--- src/rtl/rd_arb_pkg.sv ---
// Shared types and constants for the read-port arbiter.
package rd_arb_pkg;

  localparam int unsigned NPORT_C = 4;
  localparam int unsigned PIDX_W  = 2;
  localparam int unsigned LEN_W   = 4;
  localparam int unsigned ID_W    = 4;
  localparam int unsigned BEAT_W  = 5;

  typedef logic [PIDX_W-1:0] pidx_t;

  typedef enum logic [2:0] {
    ST_IDLE      = 3'd0,
    ST_ISSUE     = 3'd1,
    ST_WAIT_CMD  = 3'd2,
    ST_WAIT_DATA = 3'd3,
    ST_DONE      = 3'd4
  } arb_state_e;

endpackage

--- src/rtl/rd_port_arbiter_rr_pick4.sv ---
// Rotating priority encoder: first requester after the last-granted port wins.
module rr_pick4
  import rd_arb_pkg::*;
(
  input  logic [NPORT_C-1:0] req_i,
  input  pidx_t              last_i,
  output logic [NPORT_C-1:0] win_oh_c,
  output pidx_t              win_idx_c
);

  // Scan ports last+1 .. last+4 (wrapping) and take the first one requesting.
  always_comb begin
    logic  found;
    pidx_t cand;
    win_oh_c  = '0;
    win_idx_c = '0;
    found     = 1'b0;
    cand      = '0;
    for (int unsigned i = 1; i <= NPORT_C; i++) begin
      cand = PIDX_W'(last_i + PIDX_W'(i));
      if (!found && req_i[cand]) begin
        found           = 1'b1;
        win_idx_c       = cand;
        win_oh_c[cand]  = 1'b1;
      end
    end
  end

endmodule

--- src/rtl/rd_port_arbiter.sv ---
// Four-port round-robin read arbiter in front of the DDR read controller.
// Optional watchdog enabled by defining RD_ARB_TMO_EN.
module rd_port_arbiter
  import rd_arb_pkg::*;
#(
  parameter int unsigned ADDR_W  = 28,
  parameter int unsigned NPORT   = 4,
  parameter int unsigned TMO_CYC = 1023
) (
  input  logic                      clk,
  input  logic                      rst_n,
  input  logic [NPORT_C-1:0]        req,
  input  logic [NPORT_C*ADDR_W-1:0] req_addr,
  input  logic [NPORT_C*LEN_W-1:0]  req_len,
  output logic [NPORT_C-1:0]        gnt,
  output logic [NPORT_C-1:0]        done,
  output logic [NPORT_C-1:0]        port_rvalid,
  output logic                      rd_en,
  output logic [ADDR_W-1:0]         rd_addr,
  output logic [LEN_W-1:0]          rd_len,
  output logic [ID_W-1:0]           rd_id,
  input  logic                      rd_done_p,
  input  logic                      axi_rvalid,
  input  logic                      axi_rlast,
  output logic                      tmo_err
);

  // Only the four-port build exists; a zero watchdog limit is meaningless.
  if (NPORT != NPORT_C || TMO_CYC == 0) begin : g_cfg_chk
    $error("rd_port_arbiter: NPORT must be 4 and TMO_CYC nonzero");
  end

  arb_state_e          state_q;
  pidx_t               win_q;
  pidx_t               last_q;
  logic [NPORT_C-1:0]  gnt_q;
  logic [NPORT_C-1:0]  done_q;
  logic                rd_en_q;
  logic [ADDR_W-1:0]   rd_addr_q;
  logic [LEN_W-1:0]    rd_len_q;
  logic [ID_W-1:0]     rd_id_q;
  logic [BEAT_W-1:0]   beat_q;
  logic                rlast_seen_q;
  logic                len_mismatch_q;

  logic [NPORT_C-1:0]  win_oh_c;
  pidx_t               win_idx_c;
  logic [ADDR_W-1:0]   addr_a [NPORT_C];
  logic [LEN_W-1:0]    len_a  [NPORT_C];
  logic                in_wait_c;
  logic                rlast_beat_c;
  logic                norm_fin_c;
  logic                tmo_hit_c;
  logic                fin_c;
  logic                mism_c;

  // Split the flat per-port request buses into indexable arrays.
  for (genvar p = 0; p < NPORT_C; p++) begin : g_unpack
    assign addr_a[p] = req_addr[p*ADDR_W +: ADDR_W];
    assign len_a[p]  = req_len[p*LEN_W +: LEN_W];
  end

  rr_pick4 u_pick (
    .req_i     (req),
    .last_i    (last_q),
    .win_oh_c  (win_oh_c),
    .win_idx_c (win_idx_c)
  );

  // Burst-completion qualifiers; an rlast seen before command accept finishes on accept.
  always_comb begin
    in_wait_c    = (state_q == ST_WAIT_CMD) || (state_q == ST_WAIT_DATA);
    rlast_beat_c = in_wait_c && axi_rvalid && axi_rlast;
    norm_fin_c   = ((state_q == ST_WAIT_CMD) && rd_done_p && (rlast_seen_q || rlast_beat_c)) ||
                   ((state_q == ST_WAIT_DATA) && rlast_beat_c);
    fin_c        = norm_fin_c || tmo_hit_c;
    mism_c       = rlast_beat_c &&
                   ((beat_q + BEAT_W'(1)) != (BEAT_W'(rd_len_q) + BEAT_W'(1)));
  end

`ifdef RD_ARB_TMO_EN
  localparam int unsigned TMO_W = $clog2(TMO_CYC + 1);

  logic [TMO_W-1:0] tmo_cnt_q;
  logic             tmo_err_q;

  assign tmo_hit_c = in_wait_c && (tmo_cnt_q == TMO_W'(TMO_CYC - 1));
  assign tmo_err   = tmo_err_q;

  // Watchdog: counts cycles spent waiting on the controller; the error is sticky.
  always_ff @(posedge clk or negedge rst_n) begin
    if (!rst_n) begin
      tmo_cnt_q <= '0;
      tmo_err_q <= 1'b0;
    end else begin
      if (state_q == ST_ISSUE) tmo_cnt_q <= '0;
      else if (in_wait_c)      tmo_cnt_q <= tmo_cnt_q + TMO_W'(1);
      if (tmo_hit_c && !norm_fin_c) tmo_err_q <= 1'b1;
    end
  end
`else
  assign tmo_hit_c = 1'b0;
  assign tmo_err   = 1'b0;
`endif

  // Arbiter FSM with registered command, grant and completion outputs.
  always_ff @(posedge clk or negedge rst_n) begin
    if (!rst_n) begin
      state_q        <= ST_IDLE;
      win_q          <= '0;
      last_q         <= PIDX_W'(NPORT_C - 1);
      gnt_q          <= '0;
      done_q         <= '0;
      rd_en_q        <= 1'b0;
      rd_addr_q      <= '0;
      rd_len_q       <= '0;
      rd_id_q        <= '0;
      beat_q         <= '0;
      rlast_seen_q   <= 1'b0;
      len_mismatch_q <= 1'b0;
    end else begin
      rd_en_q        <= 1'b0;
      done_q         <= '0;
      len_mismatch_q <= len_mismatch_q | mism_c;
      if (in_wait_c && axi_rvalid) beat_q <= beat_q + BEAT_W'(1);

      case (state_q)
        ST_IDLE: begin
          if (|req) begin
            win_q   <= win_idx_c;
            gnt_q   <= win_oh_c;
            state_q <= ST_ISSUE;
          end
        end
        ST_ISSUE: begin
          rd_en_q      <= 1'b1;
          rd_addr_q    <= addr_a[win_q];
          rd_len_q     <= len_a[win_q];
          rd_id_q      <= ID_W'(win_q);
          beat_q       <= '0;
          rlast_seen_q <= 1'b0;
          state_q      <= ST_WAIT_CMD;
        end
        ST_WAIT_CMD: begin
          if (rlast_beat_c) rlast_seen_q <= 1'b1;
          if (rd_done_p)    state_q      <= ST_WAIT_DATA;
        end
        ST_WAIT_DATA: begin
        end
        ST_DONE: begin
          state_q <= ST_IDLE;
        end
        default: begin
          state_q <= ST_IDLE;
        end
      endcase

      if (fin_c) begin
        done_q  <= gnt_q;
        gnt_q   <= '0;
        last_q  <= win_q;
        state_q <= ST_DONE;
      end
    end
  end

  assign gnt         = gnt_q;
  assign done        = done_q;
  assign rd_en       = rd_en_q;
  assign rd_addr     = rd_addr_q;
  assign rd_len      = rd_len_q;
  assign rd_id       = rd_id_q;
  assign port_rvalid = {NPORT_C{axi_rvalid}} & gnt_q;

endmodule
--- config.mk ---
export PLATFORM = sky130hd
export DESIGN_NAME = rd_port_arbiter
export DESIGN_NICKNAME = d
export VERILOG_FILES = /design/src/rtl/rd_arb_pkg.sv /design/src/rtl/rd_port_arbiter_rr_pick4.sv /design/src/rtl/rd_port_arbiter.sv
export SDC_FILE = /design/constraint.sdc
export NUM_CORES = 1
export LEC_CHECK = 0
export CAP_MARGIN = 25
export CORE_AREA = 3 3 93 95
export CTS_CLUSTER_DIAMETER = 80
export DETAILED_ROUTE_END_ITERATION = 10
export DIE_AREA = 0 0 96 98
export GPL_ROUTABILITY_DRIVEN = 0
export PLACE_DENSITY = 0.84
export SYNTH_ARGS = -nofsm -noshare
export SYNTH_HDL_FRONTEND = slang
export SYNTH_SLANG_ARGS = --single-unit
--- constraint.sdc ---
create_clock -name clk -period 4.3 [get_ports clk]
set_input_delay 0.86 -clock clk [delete_from_list [all_inputs] [get_ports clk]]
set_output_delay 0.86 -clock clk [all_outputs]
set_load 0.01 [all_outputs]
==> results of run 1 <==
[where the power goes]
group          leakage, µW  switching (µW)  total, µW  internal, µW
clock            0.0000612             154        342           188
sequential        0.000611             253        975           722
combinational      0.00141             731       1900          1160
[synth_stat cells (all sizes together)]
| cell | number | area, µm² |
|---|---|---|
| a2111oi | 2 | 36.3 |
| a211oi | 2 | 20.0 |
| a21o | 5 | 37.5 |
| a21oi | 4 | 23.8 |
| a221oi | 1 | 15.0 |
| and2 | 4 | 25.0 |
| and4 | 1 | 8.76 |
| and4b | 1 | 10.0 |
| buf | 18 | 110 |
| clkbuf | 7 | 26.3 |
| conb | 1 | 3.75 |
| dfrtp | 49 | 1230 |
| dfstp | 2 | 52.6 |
| ha | 8 | 100 |
| inv | 11 | 41.3 |
| mux2 | 39 | 439 |
| mux2i | 3 | 30.0 |
| mux4 | 35 | 796 |
| nand2 | 8 | 30.0 |
| nand2b | 5 | 31.3 |
| nand3b | 2 | 15.0 |
| nor2 | 5 | 18.8 |
| nor2b | 1 | 6.26 |
| nor3 | 7 | 35.0 |
| nor3b | 5 | 37.5 |
| nor4 | 2 | 12.5 |
| nor4b | 1 | 8.76 |
| o211ai | 1 | 7.51 |
| o21ai | 3 | 15.0 |
| o21ba | 1 | 10.0 |
| o221ai | 8 | 70.1 |
| o22ai | 1 | 6.26 |
| or3b | 2 | 17.5 |
[how the worst max path moves through the flow]
stage                          end  cells after the start
global route        port_rvalid[3]                      3
finish              port_rvalid[0]                      3
global placement    port_rvalid[1]                      3
detailed placement  port_rvalid[2]                      3
floorplan                   gnt[0]                      8
CTS                 port_rvalid[2]                      3
[layout make-up]
| cell class | instances | area (µm²) |
|---|---|---|
| sequential | 51 | 1280 |
| clock inverter | 2 | 35.0 |
| clock buffer | 6 | 82.6 |
| timing repair buffer | 188 | 1880 |
| inverter | 11 | 41.3 |
| fill | 588 | 2470 |
| multi-input combinational | 160 | 1880 |
| tap | 102 | 128 |
[sequential cells by signal, summed over array words and instances (netlist names)]
signal / flops
last_q: 2
rd_en: 1
gnt: 4
rlast_seen_q: 1
win_q: 2
done: 4
state_q: 3
rd_len: 4
rd_addr: 28
rd_id: 2
[metrics by stage]
step / instance area [µm²] / total power, µW / cells / setup WS [ns] / hold slack, ns
finish: 5330 / 3210 / 520 / 1.39 / 0.512
global route: 5330 / 3420 / 520 / 1.34 / 0.523
CTS: 5330 / 3250 / 520 / 1.38 / 0.515
detailed placement: 5220 / 2910 / 512 / 1.38 / 0.495
global placement: 5190 / 2820 / 511 / 1.42 / 0.489
floorplan: 3330 / 2110 / 247 / 1.81 / 0.483
[kinds of logic after synthesis]
logic type                 Yosys count
and+or+nand+nor                     44
DFF                                 51
muxes                               77
other                                1
buffers and inverters               36
adders and majority gates            8
AOI/OAI and AO/OA                   28
[metal layers]
metal / track usage, % / up-vias / wire [µm]
met4: 5.80 / 0 / 208
li1: - / 1284 / -
met1: 22.6 / 1387 / 3530
met5: 0 / - / 0
met2: 38.2 / 119 / 5300
met3: 7.01 / 18 / 979
==> results_dict.tcl, run 1 <==
set metrics [dict create \
    status "completed" \
    min_path_cells 1 \
    post_cts_resize_count 0 \
    crit_family "buffers and inverters" \
    startpoint "axi_rvalid" \
    cts_setup_buffers 0 \
    cts_buffers 5 \
    synth_cells 245 \
    reg2reg_depth 6 \
    worstSetupPathType "primary input to output pin" \
    fmax_mhz 344 \
    cts_buffer_depth 2 \
    synth_area_per_cell_um2 13.6 \
    p_leak_uw 0.00208 \
    required_ns 3.44 \
    layout_common_cells "clkdlybuf4s50_1, dfrtp_1, mux2_2" \
    grt_pass1_vias 2943 \
    cp_common_cell "clkdlybuf4s50_1" \
    reg2reg_from "last_q[0]" \
    rr_endpoint "gnt[2]" \
    ys_warn_count 0 \
    yosysUniqueCellTypes 40 \
    io_pins 187 \
    slew_headroom_pct 34.0 \
    io_buffers 183 \
    synth_top_family_by_area "multiplexers" \
    crit_fanout 5 \
    ys_ff_latch 51 \
    hold_path_end "rd_len[0]" \
    avgRoutedWirePerCell_um 19.3 \
    cts.sinks 51 \
    synth-xor-area-share_pct 0 \
    worstSetupEndpointType "output pin" \
    rsz0062_at_grt "no" \
    min-delay-start "rd_len[0]" \
    grt_pass1_wl_um 15400 \
    overflow 0 \
    dieArea_mm2 0.00941 \
    ctsHoldBuffers 0 \
    regToRegSetupSlack_ns 1.76 \
    dr.pass1.iters 4 \
    maxCapViolCount 0 \
    maxSlewViolCount 0 \
    die_h_um 98 \
    hold_path.class "flip-flop to flip-flop" \
    final_nets 562 \
    rows 32 \
    path_clk_slew_ns 0.10 \
    yosys.area_share.simple_pct 7.72 \
    area_growth_pct 60.5 \
    hpwl_um 8180 \
    start_util_pct 42.6 \
    min_period_over_period_pct 67.6 \
    core-area_mm2 0.00781 \
    antenna_left 0 \
    ir_worst_vdd_uv 344 \
    worstMarginPinSlew_ns 0.988 \
    finalClockSkew_ns 0.00739 \
    fin_crit_ns 2.91 \
    crit_chain "clkdlybuf4s50_1 > and2_1 > clkdlybuf4s50_1" \
    p_per_area_mw_per_mm2 602 \
    vias 2808 \
    startpoint_type "primary input" \
    grt_max_degree 52 \
    cp_slowest_stage_delay_ns 0.54 \
    synth_area_mm2 0.00332 \
    routed_wl_um 10000 \
    fin_setup_tns_ns 0 \
    route.detailed.drc 0 \
    grt_use_total_pct 21.0 \
    cts_max_level 2 \
    cp_num_buf_inv 2 \
    synth_compound_area_share_pct 7.27 \
    yosysSeqAreaShare_pct 38.5 \
    synth_mux_area_share_pct 38.1 \
    cp.arrival_ns 2.05 \
    fin_util_pct 68.3 \
    antenna_found_initial 0 \
    viasPerCell 5.40 \
    clock_latency_ns 0.30 \
    hold_violations 0 \
    die_w_um 96 \
    drt_iter0_drc 37 \
    synth_fa_ha_area_share_pct 3.01 \
    drive_gt1_share_pct 23.0 \
    final_common_cell "clkdlybuf4s50_1" \
    cts_tree "built" \
    num_antenna_cells 0 \
    slowest_stage "clkdlybuf4s50_1" \
    setup_viol 0 \
    root_buffer "clkbuf_8" \
]
(Power assumes the default switching activity.)
==> run 2: changes to the inputs <==
--- a/config.mk
+++ b/config.mk
@@ -6,12 +6,12 @@
 export NUM_CORES = 1
 export LEC_CHECK = 0
 export CAP_MARGIN = 25
-export CORE_AREA = 3 3 93 95
+export CORE_AREA = 3 3 102 104
 export CTS_CLUSTER_DIAMETER = 80
 export DETAILED_ROUTE_END_ITERATION = 10
-export DIE_AREA = 0 0 96 98
+export DIE_AREA = 0 0 105 107
 export GPL_ROUTABILITY_DRIVEN = 0
-export PLACE_DENSITY = 0.84
+export PLACE_DENSITY = 0.74
 export SYNTH_ARGS = -nofsm -noshare
 export SYNTH_HDL_FRONTEND = slang
 export SYNTH_SLANG_ARGS = --single-unit
==> constraint.sdc (replaced) <==
create_clock -name clk -period 2.5 [get_ports clk]
set_input_delay 0.5 -clock clk [delete_from_list [all_inputs] [get_ports clk]]
set_output_delay 0.5 -clock clk [all_outputs]
set_load 0.01 [all_outputs]
==> run 2 against run 1 <==
  * First-iteration DRC count rose by 120%
  * Global-route usage is 4.1 points lower
  * Non-clock buffer count up 6
  * Sequential share of layout area decreased by 0.39 points
  * Utilization fell by 12 points
  * Die area is 19% higher
  * Sequential power increased by 59%
  * Combinational power up 79%
  * Clock skew about the same
==> results_dict.tcl, run 2 (same netlist as run 1, synthesis figures left out) <==
set metrics [dict create \
    final_nets 568 \
    die_h_um 107 \
    setup_viol 0 \
    p_per_area_mw_per_mm2 1020 \
    slew_headroom_pct 58.6 \
    slowest_stage "dfstp_2" \
    crit_chain "inv_1 > ha_1 > mux4_1 > a21o_1 > o221ai_1 > o221ai_1" \
    rr_endpoint "gnt[0]" \
    drt_iter0_drc 83 \
    path_clk_slew_ns 0.09 \
    maxSlewViolCount 0 \
    antenna_left 0 \
    required_ns 2.66 \
    dr.pass1.iters 4 \
    num_antenna_cells 0 \
    startpoint_type "flip-flop" \
    routed_wl_um 9580 \
    drive_gt1_share_pct 24.1 \
    worstSetupEndpointType "flip-flop" \
    cts_max_level 2 \
    core-area_mm2 0.00964 \
    crit_fanout 13 \
    power_switching_uw 1940 \
    cts.sinks 51 \
    root_buffer "clkbuf_8" \
    antenna_found_initial 0 \
    finalClockSkew_ns 0.00732 \
    grt_pass1_wl_um 15200 \
    clock_latency_ns 0.29 \
    dieArea_mm2 0.0112 \
    p_clk_share_pct 10.5 \
    hold_path.class "primary input to async pin" \
    layout_common_cells "clkdlybuf4s50_1, dfrtp_1, mux2_2" \
    grt_pass1_vias 2906 \
    grt_max_degree 36 \
    rows 36 \
    route.detailed.drc 0 \
    hpwl_um 7840 \
    combPwrFrac_pct 61.5 \
    io_buffers 183 \
    cts_tree "built" \
    cp_slowest_stage_delay_ns 0.67 \
    power_frac_seq_pct 28.0 \
    io_pins 187 \
    status "completed" \
    fmax_mhz 434 \
    min_period_over_period_pct 92.1 \
    cp_common_cell "o221ai_1" \
    regToRegSetupSlack_ns 0.20 \
    cp.arrival_ns 2.46 \
    reg2reg_from "last_q[0]" \
    avgRoutedWirePerCell_um 17.2 \
    nFillCells 857 \
    cts_setup_buffers 0 \
    start_util_pct 34.5 \
    worstMarginPinSlew_ns 0.621 \
    ir_worst_vdd_uv 541 \
    largest_reg_flops 28 \
    fin_crit_ns 2.30 \
    post_cts_resize_count 0 \
    swShare_pct 35.0 \
    reg2reg_depth 6 \
    fin_util_pct 56.2 \
    overflow 0 \
    die_w_um 105 \
    viasPerCell 4.93 \
    worstSetupPathType "flip-flop to flip-flop" \
    ctsHoldBuffers 0 \
    hold_violations 0 \
    cts_buffers 5 \
    area_growth_pct 63.1 \
    p_leak_uw 0.00211 \
    vias 2748 \
    final_common_cell "clkdlybuf4s50_1" \
    fin_setup_tns_ns 0 \
    rsz0062_at_grt "no" \
    grt_use_total_pct 16.8 \
    cts_buffer_depth 2 \
    holdWs_ns 0.214 \
    p_int_uw 3610 \
    maxCapViolCount 0 \
]
## run 2: changes by cell type in the layout (fill, tap and decap cells not counted), sizes merged
| cell | before | now |
|---|---|---|
| buf | 6 | 12 |
## run 2: metrics by stage
| stage | instance area, µm² | worst slack, ns | cells | total power, µW |
|---|---|---|---|---|
| finish | 5420 | 0.198 | 557 | 5550 |
| global route | 5420 | 0.0580 | 557 | 5950 |
| CTS | 5420 | 0.250 | 557 | 5640 |
| detailed placement | 5300 | 0.0513 | 549 | 5050 |
| global placement | 5300 | 0.123 | 549 | 4960 |
| floorplan | 3330 | 0.00895 | 247 | 3630 |
## run 2: metal layers
layer  wire length (µm)  global-route usage (%)
met2               5220                    31.2
met1               3670                    19.3
met4                 78                    3.75
met5                  0                       0
met3                617                    4.64
## run 2: area by class of cell
type | count | area, µm² | share of cell area, %
sequential | 51 | 1280 | 23.6
clock inverter | 2 | 35.0 | 0.646
tap | 133 | 166 | 3.07
clock buffer | 6 | 82.6 | 1.52
multi-input combinational | 160 | 1880 | 34.7
timing repair buffer | 194 | 1930 | 35.7
inverter | 11 | 41.3 | 0.762
## run 2: power by group through the flow
stage	sequential, µW	combinational, µW	clock (µW)
2_1_floorplan	1620	2020	0
3_3_place_gp	1570	3390	0
3_5_place_dp	1590	3460	0
4_1_cts	1570	3470	606
5_1_grt	1630	3680	637
6_report	1550	3410	580
## run 2: worst max-delay path by stage
| stage | startpoint | to | slack, ns | cells past startpoint |
|---|---|---|---|---|
| after CTS | last_q[0] | gnt[0] | 0.25 | 6 |
| after global placement | req[1] | win_q[1] | 0.12 | 5 |
| final | last_q[0] | gnt[0] | 0.20 | 6 |
| after global routing | last_q[0] | gnt[0] | 0.06 | 6 |
| after detailed placement | req[0] | win_q[1] | 0.05 | 5 |
| after floorplan | last_q[1] | gnt[0] | 0.009 | 8 |
## run 2: worst max-delay path, delay by kind of cell (launching register included)
kind	cells	cell delay [ns]
AOI/OAI and AO/OA	3	0.57
adders and majority gates	1	0.38
buffers and inverters	1	0.16
DFF	1	0.67
muxes	1	0.37
==> run 3: changes to the inputs <==
==> constraint.sdc (replaced) <==
create_clock -name clk -period 2.5 [get_ports clk]
set_input_delay 0.625 -clock clk [delete_from_list [all_inputs] [get_ports clk]]
set_output_delay 0.625 -clock clk [all_outputs]
set_load 0.01 [all_outputs]
==> run 3 against run 2 <==
  * Non-clock buffer count is 7 higher
  * Final cell count is 1.3% higher
  * Sequential cell count stayed put
  * Cell area is 0.53% higher
  * Global-route usage is 0.38 points lower
  * Setup slack worse by 0.14 ns
  * Sequential share of layout area is 0.12 points lower
  * Worst hold slack worse by 0.088 ns
  * Critical endpoint is now port_rvalid[2]
  * Largest power group unchanged
  * Critical path depth is 3 lower
  * Die area stayed put
==> results_dict.tcl, run 3 (same netlist as run 1, synthesis figures left out) <==
set metrics [dict create \
    grt_max_degree 36 \
    slew_headroom_pct 61.9 \
    cts_tree "built" \
    route.detailed.drc 0 \
    vias 2798 \
    largest_reg_flops 28 \
    layout_common_cells "clkdlybuf4s50_1, dfrtp_1, mux2_2" \
    core-area_mm2 0.00964 \
    nFillCells 860 \
    reg2reg_depth 6 \
    fin_setup_tns_ns 0 \
    min_period_over_period_pct 97.7 \
    drt_iter0_drc 70 \
    maxCapViolCount 0 \
    worstSetupPathType "primary input to output pin" \
    overflow 0 \
    finalClockSkew_ns 0.00549 \
    die_w_um 105 \
    crit_end "port_rvalid[2]" \
    root_buffer "clkbuf_8" \
    required_ns 1.88 \
    status "completed" \
    final_common_cell "clkdlybuf4s50_1" \
    start_util_pct 34.5 \
    ir_worst_vdd_uv 542 \
    hpwl_um 7750 \
    fin_area_mm2 0.00545 \
    viasPerCell 4.96 \
    grt_pass1_wl_um 15000 \
    crit_fanout 5 \
    drive_gt1_share_pct 25.3 \
    routed_wl_um 9540 \
    num_antenna_cells 0 \
    post-place-cells 556 \
    io_pins 187 \
    path_clk_slew_ns 0.09 \
    multi_input_area_mm2 0.00189 \
    avgRoutedWirePerCell_um 16.9 \
    hold_path.class "primary input to async pin" \
    regToRegSetupSlack_ns 0.28 \
    cp.arrival_ns 1.82 \
    maxSlewViolCount 0 \
    cts_max_level 2 \
    total_power_uw 5470 \
    rows 36 \
    dieArea_mm2 0.0112 \
    rr_endpoint "gnt[2]" \
    p_leak_uw 0.00213 \
    area_growth_pct 64.0 \
    startpoint "axi_rvalid" \
    cts_buffers 5 \
    setup_viol 0 \
    cts.sinks 51 \
    clock_latency_ns 0.29 \
    final_nets 575 \
    antenna_left 0 \
    antenna_found_initial 0 \
    fin_util_pct 56.5 \
    place_area_mm2 0.00534 \
    hold_violations 0 \
    grt_pass1_vias 2786 \
    fin_cells 564 \
    fin_crit_ns 2.44 \
    grt_use_total_pct 16.5 \
    worstSetupEndpointType "output pin" \
    io_buffers 183 \
    die_h_um 107 \
    p_per_area_mw_per_mm2 1000 \
    reg2reg_from "last_q[0]" \
    worstMarginPinSlew_ns 0.567 \
    seq_area_mm2 0.00128 \
    rsz0062_at_grt "no" \
    startpoint_type "primary input" \
    dr.pass1.iters 4 \
    cts_buffer_depth 2 \
    fmax_mhz 410 \
]
## run 3: layout make-up
class                           count  area share (%)
Timing Repair Buffer              201            36.2
Multi-Input combinational cell    160            34.6
Sequential cell                    51            23.5
Tap cell                          133            3.05
Clock buffer                        8            1.84
Inverter                           11           0.758
## run 3: critical path: stages
cell and delay (ns):
clkdlybuf4s50_1 0.52, and2_1 0.14, clkdlybuf4s50_1 0.53
## run 3: repair_timing
action                     CTS  global route
setup buffers                0             0
setup endpoints to repair    0             4
gates resized for setup      0             1
hold buffers                 0             0
## run 3: where the power goes
group          internal [µW]  switching, µW  total (µW)
Sequential              1240            286        1530
Clock                    253            252         505
Combinational           2040           1400        3440
Total                   3540           1930        5470
## run 3: worst min-delay path by stage
stage,from,to,slack (ns),depth (start not counted)
6_report,rst_n,rd_id[1],0.13,1
5_1_grt,rst_n,rd_id[1],0.11,1
4_1_cts,rst_n,rd_id[1],0.11,1
3_5_place_dp,rst_n,rd_id[1],0.44,1
3_3_place_gp,rst_n,rd_addr[3],0.44,1
2_1_floorplan,rst_n,done[0],0.33,0
## run 3: metal layers
layer | vias up | GRT usage (%) | wire [µm]
li1 | 1304 | - | -
met1 | 1389 | 20.8 | 3960
met2 | 101 | 29.0 | 4900
met3 | 4 | 3.79 | 602
met4 | 0 | 3.47 | 72
met5 | - | 0 | 0
## run 3: metrics by stage
stage	setup slack (ns)	hold WS (ns)
after CTS	0.0433	0.115
after floorplan	0.00895	0.329
after global routing	0.0114	0.109
after global placement	0.00837	0.439
final	0.0584	0.126
after detailed placement	-0.153	0.444
